**src/rtl/pc_seq_pkg.sv**
```systemverilog
`default_nettype none
// ============================================================================
//  Module   : pc_seq_pkg
//  Purpose  : Shared types and default constants for the fetch PC sequencer.
//             PC_SEQ_TRAP_EN adds the default trap vector.
//  Revision : 1.0
// ============================================================================
package pc_seq_pkg;

    localparam int unsigned DEF_WIDTH        = 32;
    localparam int unsigned DEF_STEP         = 4;
    localparam logic [31:0] DEF_RESET_VECTOR = 32'h0000_0000;
`ifdef PC_SEQ_TRAP_EN
    localparam logic [31:0] DEF_TRAP_VECTOR  = 32'h0000_0080;
`endif

    typedef enum logic [1:0] {
        ST_BOOT     = 2'd0,
        ST_RUN      = 2'd1,
        ST_REDIRECT = 2'd2,
        ST_HALTED   = 2'd3
    } pc_seq_state_t;

    typedef enum logic [2:0] {
        RK_NONE   = 3'd0,
        RK_TRAP   = 3'd1,
        RK_HALT   = 3'd2,
        RK_JUMP   = 3'd3,
        RK_BRANCH = 3'd4
    } pc_redir_kind_t;

endpackage
`default_nettype wire

```
**src/rtl/pc_sequencer_if.sv**
```systemverilog
`default_nettype none
// ============================================================================
//  Module   : pc_sequencer_if
//  Purpose  : Fetch-side bundle: PC feedback, next PC and fetch valid/ready.
//  Revision : 1.0
// ============================================================================
interface pc_sequencer_if #(
    parameter int unsigned WIDTH = 32
) ();
    logic [WIDTH-1:0] pc;
    logic [WIDTH-1:0] pc_next;
    logic             fetch_valid;
    logic             fetch_ready;

    // master: the sequencer; slave: PC counter plus instruction memory
    modport master (
        input  pc,
        input  fetch_ready,
        output pc_next,
        output fetch_valid
    );

    modport slave (
        output pc,
        output fetch_ready,
        input  pc_next,
        input  fetch_valid
    );
endinterface
`default_nettype wire

```
**src/rtl/pc_redirect_arb.sv**
```systemverilog
`default_nettype none
// ============================================================================
//  Module   : pc_redirect_arb
//  Purpose  : Priority encoder for PC redirect sources; emits kind and an
//             aligned target. PC_SEQ_TRAP_EN adds trap at top priority.
//  Revision : 1.0
// ============================================================================
module pc_redirect_arb
    import pc_seq_pkg::*;
#(
    parameter int unsigned      WIDTH       = DEF_WIDTH,
    parameter int unsigned      STEP        = DEF_STEP
`ifdef PC_SEQ_TRAP_EN
    ,
    parameter logic [WIDTH-1:0] TRAP_VECTOR = WIDTH'(DEF_TRAP_VECTOR)
`endif
) (
`ifdef PC_SEQ_TRAP_EN
    input  wire logic             trap_i,
`endif
    input  wire logic             halt_i,
    input  wire logic             jump_i,
    input  wire logic [WIDTH-1:0] jump_target_i,
    input  wire logic             branch_taken_i,
    input  wire logic [WIDTH-1:0] branch_target_i,
    output pc_redir_kind_t        kind_o,
    output logic      [WIDTH-1:0] target_o
);

    // Clears the low log2(STEP) bits so redirects always land on a fetch slot
    localparam logic [WIDTH-1:0] C_ALIGN_MASK = ~(WIDTH'(STEP - 1));

    always_comb begin
        kind_o   = RK_NONE;
        target_o = '0;
`ifdef PC_SEQ_TRAP_EN
        if (trap_i) begin
            kind_o   = RK_TRAP;
            target_o = TRAP_VECTOR;
        end else
`endif
        if (halt_i) begin
            kind_o = RK_HALT;
        end else if (jump_i) begin
            kind_o   = RK_JUMP;
            target_o = jump_target_i & C_ALIGN_MASK;
        end else if (branch_taken_i) begin
            kind_o   = RK_BRANCH;
            target_o = branch_target_i & C_ALIGN_MASK;
        end
    end

endmodule
`default_nettype wire

```
**src/rtl/pc_sequencer.sv**
```systemverilog
`default_nettype none
// ============================================================================
//  Module   : pc_sequencer
//  Purpose  : Fetch-stage PC controller: holds, advances or redirects the PC
//             held in the external counter. Optional feature: PC_SEQ_TRAP_EN.
//  Revision : 1.0
// ============================================================================
module pc_sequencer
    import pc_seq_pkg::*;
#(
    parameter int unsigned      WIDTH        = DEF_WIDTH,
    parameter logic [WIDTH-1:0] RESET_VECTOR = WIDTH'(DEF_RESET_VECTOR),
    parameter int unsigned      STEP         = DEF_STEP
`ifdef PC_SEQ_TRAP_EN
    ,
    parameter logic [WIDTH-1:0] TRAP_VECTOR  = WIDTH'(DEF_TRAP_VECTOR)
`endif
) (
    input  wire logic             clk,
    input  wire logic             rst,
    pc_sequencer_if.master        fetch_if,
    input  wire logic             stall_i,
    input  wire logic             branch_taken_i,
    input  wire logic [WIDTH-1:0] branch_target_i,
    input  wire logic             jump_i,
    input  wire logic [WIDTH-1:0] jump_target_i,
    input  wire logic             halt_i,
`ifdef PC_SEQ_TRAP_EN
    input  wire logic             trap_req_i,
    output logic      [WIDTH-1:0] epc_o,
`endif
    output logic                  redirect_o,
    output logic                  halted_o
);

    pc_seq_state_t    state_q, state_d;
    logic             fetch_valid_q;
    logic             redirect_q;
    logic             halted_q;
    pc_redir_kind_t   w_kind;
    logic [WIDTH-1:0] w_target;
    logic [WIDTH-1:0] w_pc_next;

    pc_redirect_arb #(
        .WIDTH           (WIDTH),
        .STEP            (STEP)
`ifdef PC_SEQ_TRAP_EN
        ,
        .TRAP_VECTOR     (TRAP_VECTOR)
`endif
    ) u_arb (
`ifdef PC_SEQ_TRAP_EN
        .trap_i          (trap_req_i),
`endif
        .halt_i          (halt_i),
        .jump_i          (jump_i),
        .jump_target_i   (jump_target_i),
        .branch_taken_i  (branch_taken_i),
        .branch_target_i (branch_target_i),
        .kind_o          (w_kind),
        .target_o        (w_target)
    );

    always_comb begin
        state_d   = state_q;
        w_pc_next = fetch_if.pc;
        case (state_q)
            ST_BOOT: begin
                state_d   = ST_RUN;
                w_pc_next = RESET_VECTOR;
            end
            ST_RUN: begin
                case (w_kind)
                    RK_NONE: begin
                        if (fetch_if.fetch_ready && !stall_i) begin
                            w_pc_next = fetch_if.pc + WIDTH'(STEP);
                        end
                    end
                    RK_HALT: state_d = ST_HALTED;
                    default: begin
                        state_d   = ST_REDIRECT;
                        w_pc_next = w_target;
                    end
                endcase
            end
            ST_REDIRECT: state_d = ST_RUN;
            ST_HALTED:   state_d = ST_HALTED;
            default:     state_d = ST_BOOT;
        endcase
        if (rst) begin
            state_d   = ST_BOOT;
            w_pc_next = RESET_VECTOR;
        end
    end

    // Status outputs are registered from the next state so they line up with it
    always_ff @(posedge clk) begin
        if (rst) begin
            state_q       <= ST_BOOT;
            fetch_valid_q <= 1'b0;
            redirect_q    <= 1'b0;
            halted_q      <= 1'b0;
        end else begin
            state_q       <= state_d;
            fetch_valid_q <= (state_d == ST_RUN);
            redirect_q    <= (state_d == ST_REDIRECT);
            halted_q      <= (state_d == ST_HALTED);
        end
    end

`ifdef PC_SEQ_TRAP_EN
    logic [WIDTH-1:0] epc_q;

    always_ff @(posedge clk) begin
        if (rst) begin
            epc_q <= '0;
        end else if (state_q == ST_RUN && w_kind == RK_TRAP) begin
            epc_q <= fetch_if.pc;
        end
    end

    assign epc_o = rst ? '0 : epc_q;
`endif

    // rst masks the registered status immediately, not just after the next edge
    assign fetch_if.pc_next     = w_pc_next;
    assign fetch_if.fetch_valid = fetch_valid_q & ~rst;
    assign redirect_o           = redirect_q & ~rst;
    assign halted_o             = halted_q & ~rst;

endmodule
`default_nettype wire
```
**src/flat_wrapper.sv**
```systemverilog
// flat-port wrapper written by rule: the top's interface ports become plain ports
module pc_sequencer_flat import pc_seq_pkg::*;
#(
    parameter int unsigned      WIDTH        = DEF_WIDTH,
    parameter logic [WIDTH-1:0] RESET_VECTOR = WIDTH'(DEF_RESET_VECTOR),
    parameter int unsigned      STEP         = DEF_STEP

)
  (clk, rst, stall_i, branch_taken_i, branch_target_i, jump_i, jump_target_i, halt_i, redirect_o, halted_o, fetch_if_pc, fetch_if_fetch_ready, fetch_if_pc_next, fetch_if_fetch_valid);
  pc_sequencer_if #(.WIDTH(WIDTH)) fetch_if_i ();
  input  wire logic clk;
  input  wire logic rst;
  input  wire logic stall_i;
  input  wire logic branch_taken_i;
  input  wire logic [WIDTH-1:0] branch_target_i;
  input  wire logic jump_i;
  input  wire logic [WIDTH-1:0] jump_target_i;
  input  wire logic halt_i;
  output logic redirect_o;
  output logic halted_o;
  input wire logic [$bits(fetch_if_i.pc)-1:0] fetch_if_pc;
  input wire logic [$bits(fetch_if_i.fetch_ready)-1:0] fetch_if_fetch_ready;
  output wire logic [$bits(fetch_if_i.pc_next)-1:0] fetch_if_pc_next;
  output wire logic [$bits(fetch_if_i.fetch_valid)-1:0] fetch_if_fetch_valid;
  assign fetch_if_i.pc = fetch_if_pc;
  assign fetch_if_i.fetch_ready = fetch_if_fetch_ready;
  assign fetch_if_pc_next = fetch_if_i.pc_next;
  assign fetch_if_fetch_valid = fetch_if_i.fetch_valid;
  pc_sequencer #(.WIDTH(WIDTH), .RESET_VECTOR(RESET_VECTOR), .STEP(STEP)) u_core (.clk(clk), .rst(rst), .fetch_if(fetch_if_i), .stall_i(stall_i), .branch_taken_i(branch_taken_i), .branch_target_i(branch_target_i), .jump_i(jump_i), .jump_target_i(jump_target_i), .halt_i(halt_i), .redirect_o(redirect_o), .halted_o(halted_o));
endmodule
```
**config.mk**
```make
export PLATFORM = sky130hd
export DESIGN_NAME = pc_sequencer_flat
export DESIGN_NICKNAME = d
export VERILOG_FILES = /design/src/rtl/pc_seq_pkg.sv /design/src/rtl/pc_sequencer_if.sv /design/src/rtl/pc_redirect_arb.sv /design/src/rtl/pc_sequencer.sv /design/src/flat_wrapper.sv
export SDC_FILE = /design/constraint.sdc
export NUM_CORES = 1
export LEC_CHECK = 0
export ABC_AREA = 1
export BUFFER_PORTS_ARGS = -buffer_cell sky130_fd_sc_hd__buf_2
export CORE_ASPECT_RATIO = 0.75
export CORE_MARGIN = 2
export CORE_UTILIZATION = 37
export CTS_BUF_LIST = sky130_fd_sc_hd__clkbuf_8
export DETAILED_ROUTE_END_ITERATION = 8
export PLACE_DENSITY = 0.79
export SLEW_MARGIN = 20
export SYNTH_ARGS = -nofsm -noshare
export SYNTH_HDL_FRONTEND = slang
export SYNTH_HIERARCHICAL = 1
export SYNTH_SLANG_ARGS = --single-unit
export TNS_END_PERCENT = 100
```
**constraint.sdc**
```tcl
create_clock -name clk -period 2.4 [get_ports clk]
set_input_delay 0.48 -clock clk [delete_from_list [all_inputs] [get_ports clk]]
set_output_delay 0.48 -clock clk [all_outputs]
set_load 0.05 [all_outputs]
```
Yosys cells after proc, flatten, opt, wreduce, memory -nomap -nowiden

Index checks and enable logic that the tools add are counted.

Flip-flop bits (word level): 5
Output and inout port bits: 35

Add/subtract/negate cells: 1
Equality and inequality tests: 7
Mux-type cells: 13
Bitwise operators: 4
Reduce and logical (&&, ||, !) cells: 5

Operators with widths:

| cell                                                            | number |
|---|---|
| 32-bit two-way mux                                              | 5 |
| 32-bit case mux with 2 select lines                             | 2 |
| 32-bit by 3-bit adder with 32-bit output, second input constant | 1 |
| 3-bit two-way mux                                               | 3 |
| 2-bit == test, second input constant                            | 4 |
| 2-bit case mux with 3 select lines                              | 1 |
| 2-bit by 1-bit == test with 1-bit output, second input constant | 2 |
| 2-bit case mux with 2 select lines                              | 1 |
| 1-bit bitwise AND                                               | 3 |
| 3-bit by 2-bit == test with 1-bit output, second input constant | 1 |
| 3-bit zero test                                                 | 1 |
| 2-bit zero test                                                 | 1 |
| 2-bit two-way mux                                               | 1 |
| 2-bit OR reduction                                              | 1 |
| 1-bit logical AND                                               | 1 |
| 1-bit zero test                                                 | 1 |
| 1-bit inverter                                                  | 1 |

Longest topological paths before layout

Depth after elaboration: 8
Depth in mapped cells: 12

Cells and area by module

The synthesis kept the hierarchy.

Modules (own cells, without submodules):

| module          | instances | cells each | area each (µm²) | seq. area each (µm²) |
|---|---|---|---|---|
| pc_sequencer    | 1         | 387        | 2029.4          | 100.1 |
| pc_redirect_arb | 1         | 108        | 479.2           | 0.0 |

Worst setup path before layout

No wires, ideal clock.

Path type: input -> output
From: in halt_i
To: out fetch_if_pc_next[15]
Arrival time: 2.369 ns
Required time: 1.920 ns
Setup slack: -0.449 ns
Stages: 10
Path through: nor2_2 > buf_4 > inv_1 > inv_2 > nand3_4 > nor2_4 > nand3_2 > o21bai_1 > nand3_1 > a31oi_1

Longest elaborated chain between the ends: 5

Ends and longest elaborated chain:

| item                                                                               | line                  | text |
|---|---|---|
| start: declaration                                                                 | flat_wrapper.sv:18    | `input wire logic halt_i;` |
| 3-bit two-way mux *                                                                | pc_redirect_arb.sv:42 | `if (halt_i) begin` |
| via u_core.w_kind[1]                                                               | pc_sequencer.sv:40    | `pc_redir_kind_t w_kind;` |
| 3-bit by 2-bit == test with 1-bit output / 3-bit zero test (equally long branches) | pc_sequencer.sv:73    | `case (w_kind)` |
| 32-bit case mux with 2 select lines *                                              | pc_sequencer.sv:73    |  |
| 32-bit case mux with 2 select lines *                                              | pc_sequencer.sv:67    | `case (state_q)` |
| 32-bit two-way mux *                                                               | pc_sequencer.sv:90    | `if (rst) begin` |
| end: declaration                                                                   | flat_wrapper.sv:23    | `output wire logic [$bits(fetch_if_i.pc_next)-1:0] fetch_if_pc_next;` |

Mark *: on every way through the listed nets, which the timed path passes. The rest lies on a longest branch.

Worst setup path in the final report

From: in jump_i
To: out fetch_if_pc_next[14]

Longest elaborated chain between the ends: 6

Ends and longest elaborated chain:

| item                                                                               | line                  | text |
|---|---|---|
| start: declaration                                                                 | flat_wrapper.sv:16    | `input wire logic jump_i;` |
| 3-bit two-way mux *                                                                | pc_redirect_arb.sv:44 | `end else if (jump_i) begin` |
| 3-bit two-way mux *                                                                | pc_redirect_arb.sv:42 |  |
| via u_core.w_kind[1]                                                               | pc_sequencer.sv:40    |  |
| 3-bit by 2-bit == test with 1-bit output / 3-bit zero test (equally long branches) | pc_sequencer.sv:73    |  |
| 32-bit case mux with 2 select lines *                                              | pc_sequencer.sv:73    |  |
| 32-bit case mux with 2 select lines *                                              | pc_sequencer.sv:67    |  |
| 32-bit two-way mux *                                                               | pc_sequencer.sv:90    |  |

Marks and branches as above.

==> impl_metrics.env <==
export IMPL_clockRootBuffer="clkbuf_8"
export IMPL_core_area_mm2=0.00644
export IMPL_dr_pass1_iters=5
export IMPL_worstSetupEndpointType="primary output"
export IMPL_max_clock_path_buffers=2
export IMPL_clkLatencyLatePin_ps=220
export IMPL_fin_crit_ps=2480
export IMPL_cellLeakagePower_nw=1.91
export IMPL_arrival_ps=2000
export IMPL_initial_core_util_pct=38.9
export IMPL_die_w_um=99.1
export IMPL_hp_class="flip-flop to flip-flop"
export IMPL_syn_area_mm2=0.00251
export IMPL_postLayoutCellArea_mm2=0.00394
export IMPL_powerDensity_mw_per_mm2=235
export IMPL_fin_nets=750
export IMPL_tns_ps=-164
export IMPL_layout_drive_gt1_share_pct=42.8
export IMPL_diodes=0
export IMPL_die_h_um=75.3
export IMPL_crit_fanout=5
export IMPL_grt_pass1_vias=3428
export IMPL_max_freq_ghz=0.404
export IMPL_post_route_util_pct=61.1
export IMPL_clock_skew_ps=3.32
export IMPL_r2r_slack_ps=1200
export IMPL_ir_drop_mv=0.148
export IMPL_ys_seq_area_share_pct=3.99
export IMPL_maxCapViolations=0
export IMPL_vias_per_cell=5.26
export IMPL_synth_cell_types=39
export IMPL_whs_ps=569
export IMPL_grt_busiest_layer="met2"
export IMPL_syn_instance_count=495
export IMPL_use_met2_pct=42.5
export IMPL_min_delay_start="u_core/state_q[0]$_SDFF_PP0_"
export IMPL_setup_viol=4
export IMPL_hold_viol=0
export IMPL_die_area_mm2=0.00746
export IMPL_clk_pin_slew_ps=40
export IMPL_synth_edf_count=0
export IMPL_antenna_left=0
export IMPL_ioPinCount=138
export IMPL_grt_use_met1_pct=38.4
export IMPL_gp_congestion=0.947
export IMPL_grt_pass1_wl_um=15900
export IMPL_wl_um=10500
export IMPL_grt_overflow=0
export IMPL_synth_seq_cells=5
export IMPL_synthFlopType="dfxtp_1"
export IMPL_track_usage_pct=26.4
export IMPL_status="complete, but fails checks"
export IMPL_power_uw=926
export IMPL_place_area_mm2=0.00355
export IMPL_num_rows=25
export IMPL_fin_cells=726
export IMPL_fin_crit_sh_pct=103
export IMPL_antenna_found_initial=0
export IMPL_yosys_warnings=6
export IMPL_tritoncts="built"
export IMPL_num_vias=3817
export IMPL_startpoint_type="input pin"
export IMPL_numPortBuffers=133
export IMPL_fillers=621
export IMPL_violations="negative setup slack"
export IMPL_gr_usage_met3_pct=2.29
export IMPL_wl_per_cell_um=14.4
export IMPL_avgSynthCellArea_um2=5.07
export IMPL_drt_iter0_markers=295
export IMPL_dp_cells=717
export IMPL_cts_num_sinks=5
export IMPL_rsz0062_at_grt="yes"
export IMPL_whs_endpoint="u_core/halted_q$_SDFF_PP0_"
export IMPL_cts_buffers=3
export IMPL_setup_slack_ps=-75.9
export IMPL_hold_depth=2
export IMPL_crit_type="input pin to primary output"
export IMPL_grt_max_degree=39
export IMPL_htree_levels=1
export IMPL_drc=0
export IMPL_pre_cts_slack_ps=-152
export IMPL_rr_worst_depth=8
export IMPL_worstPathRequired_ps=1920
export IMPL_r2r_start="u_core/state_q[1]$_SDFF_PP0_"
export IMPL_worstReg2RegEnd="u_core/fetch_valid_q$_SDFF_PP0_"
export IMPL_synth_async_reset_ratio_pct=0
export IMPL_dpl_hpwl_um=8480
export IMPL_slew_violations=0
export IMPL_areaGrowthSynthToFinish_pct=57.0
[cell usage in the layout (no fill, tap or decap), drive strengths merged]
cell type	netlist	layout
a21oi	26	26
a31oi	12	12
and3	1	1
buf	16	163
clkbuf	6	8
conb	1	2
dfxtp	5	5
ha	1	1
inv	74	75
nand2	167	167
nand3	75	75
nand3b	1	1
nand4	11	11
nor2	52	52
nor3	6	6
o211ai	1	1
o21a	1	1
o21ai	31	31
o21bai	3	3
o22ai	1	1
xnor2	1	1
xor2	2	2
[synthesized netlist by cell type, types with 4 or more instances]
| cell | instances | area, um2 |
|---|---|---|
| a21oi_1 | 23 | 115 |
| a31oi_1 | 12 | 75.1 |
| buf_2 | 5 | 25.0 |
| buf_4 | 8 | 60.1 |
| clkbuf_1 | 4 | 15.0 |
| dfxtp_1 | 5 | 100 |
| inv_1 | 62 | 233 |
| inv_2 | 12 | 45.0 |
| nand2_1 | 158 | 593 |
| nand2_2 | 8 | 50.1 |
| nand3_1 | 65 | 325 |
| nand3_2 | 9 | 90.1 |
| nand4_1 | 10 | 62.6 |
| nor2_1 | 33 | 124 |
| nor2_2 | 10 | 62.6 |
| nor2_4 | 9 | 101 |
| nor3_1 | 4 | 20.0 |
| o21ai_0 | 24 | 120 |
| o21ai_1 | 7 | 35.0 |
[worst max-delay path, stage by stage]
cell and delay (ps):
buf_8 100, nor2_4 130, inv_4 60, inv_4 60, nand3_4 110, nor2_4 220
nand3_2 120, o21a_1 230, o21ai_2 220, a21oi_2 80, buf_6 160
[registers in the layout (all words and copies together) (netlist names)]
signal	count
u_core/fetch_valid_q	1
u_core/redirect_q	1
u_core/halted_q	1
u_core/state_q	2
[power by group]
group	internal [mW]	total (mW)	switching, mW	leakage [nW]
Combinational	0.249	0.687	0.438	1.84
Sequential	0.0890	0.0910	0.00204	0.0414
Clock	0.109	0.148	0.0390	0.0269
Total	0.447	0.926	0.479	1.91
[cell type report]
cell class | count | area [um2] | area share (%)
multi-input combinational | 394 | 2250 | 57.1
clock buffer | 3 | 41.3 | 1.05
timing repair buffer | 168 | 1160 | 29.4
inverter | 74 | 283 | 7.18
clock inverter | 1 | 3.75 | 0.0953
tap | 81 | 101 | 2.57
sequential | 5 | 100 | 2.54
[how the worst max path moves through the flow]
stage	startpoint	cells after the start	endpoint
after global routing	jump_i	11	fetch_if_pc_next[14]
after detailed placement	halt_i	11	fetch_if_pc_next[16]
after global placement	halt_i	11	fetch_if_pc_next[16]
after CTS	jump_i	13	fetch_if_pc_next[31]
final	jump_i	11	fetch_if_pc_next[14]
after floorplan	halt_i	10	fetch_if_pc_next[15]
[metal layers]
metal  vias up  routed length (um)  share of wire (%)
li1       1890                   -                  -
met1      1706                4810                 46
met2       211                4550                 43
met3        10                1000                9.6
met4         0                 114                1.1
met5         -                   0                  0
[cells by family (layout without fill, tap and decap cells)]
family,after synthesis,in the layout,synth area share (%)
fa+ha+maj,1,1,0.499
xor+xnor,3,3,1.05
buf+inv,97,246,17.6
compound gates,75,75,16.6
flops,5,5,3.99
simple gates,313,313,60.2
other cells,1,2,0.149
[timing repair]
item | in CTS | in global routing
buffers inserted | 0 | 4
endpoints found under the setup margin | 22 | 27
pin swaps | 9 | 25
hold buffers | 0 | 0
resized for setup | 31 | 63
endpoints found under the hold margin | 0 | 0
gates cloned | 0 | 1
No activity file was read; power rests on OpenSTA's default activity.
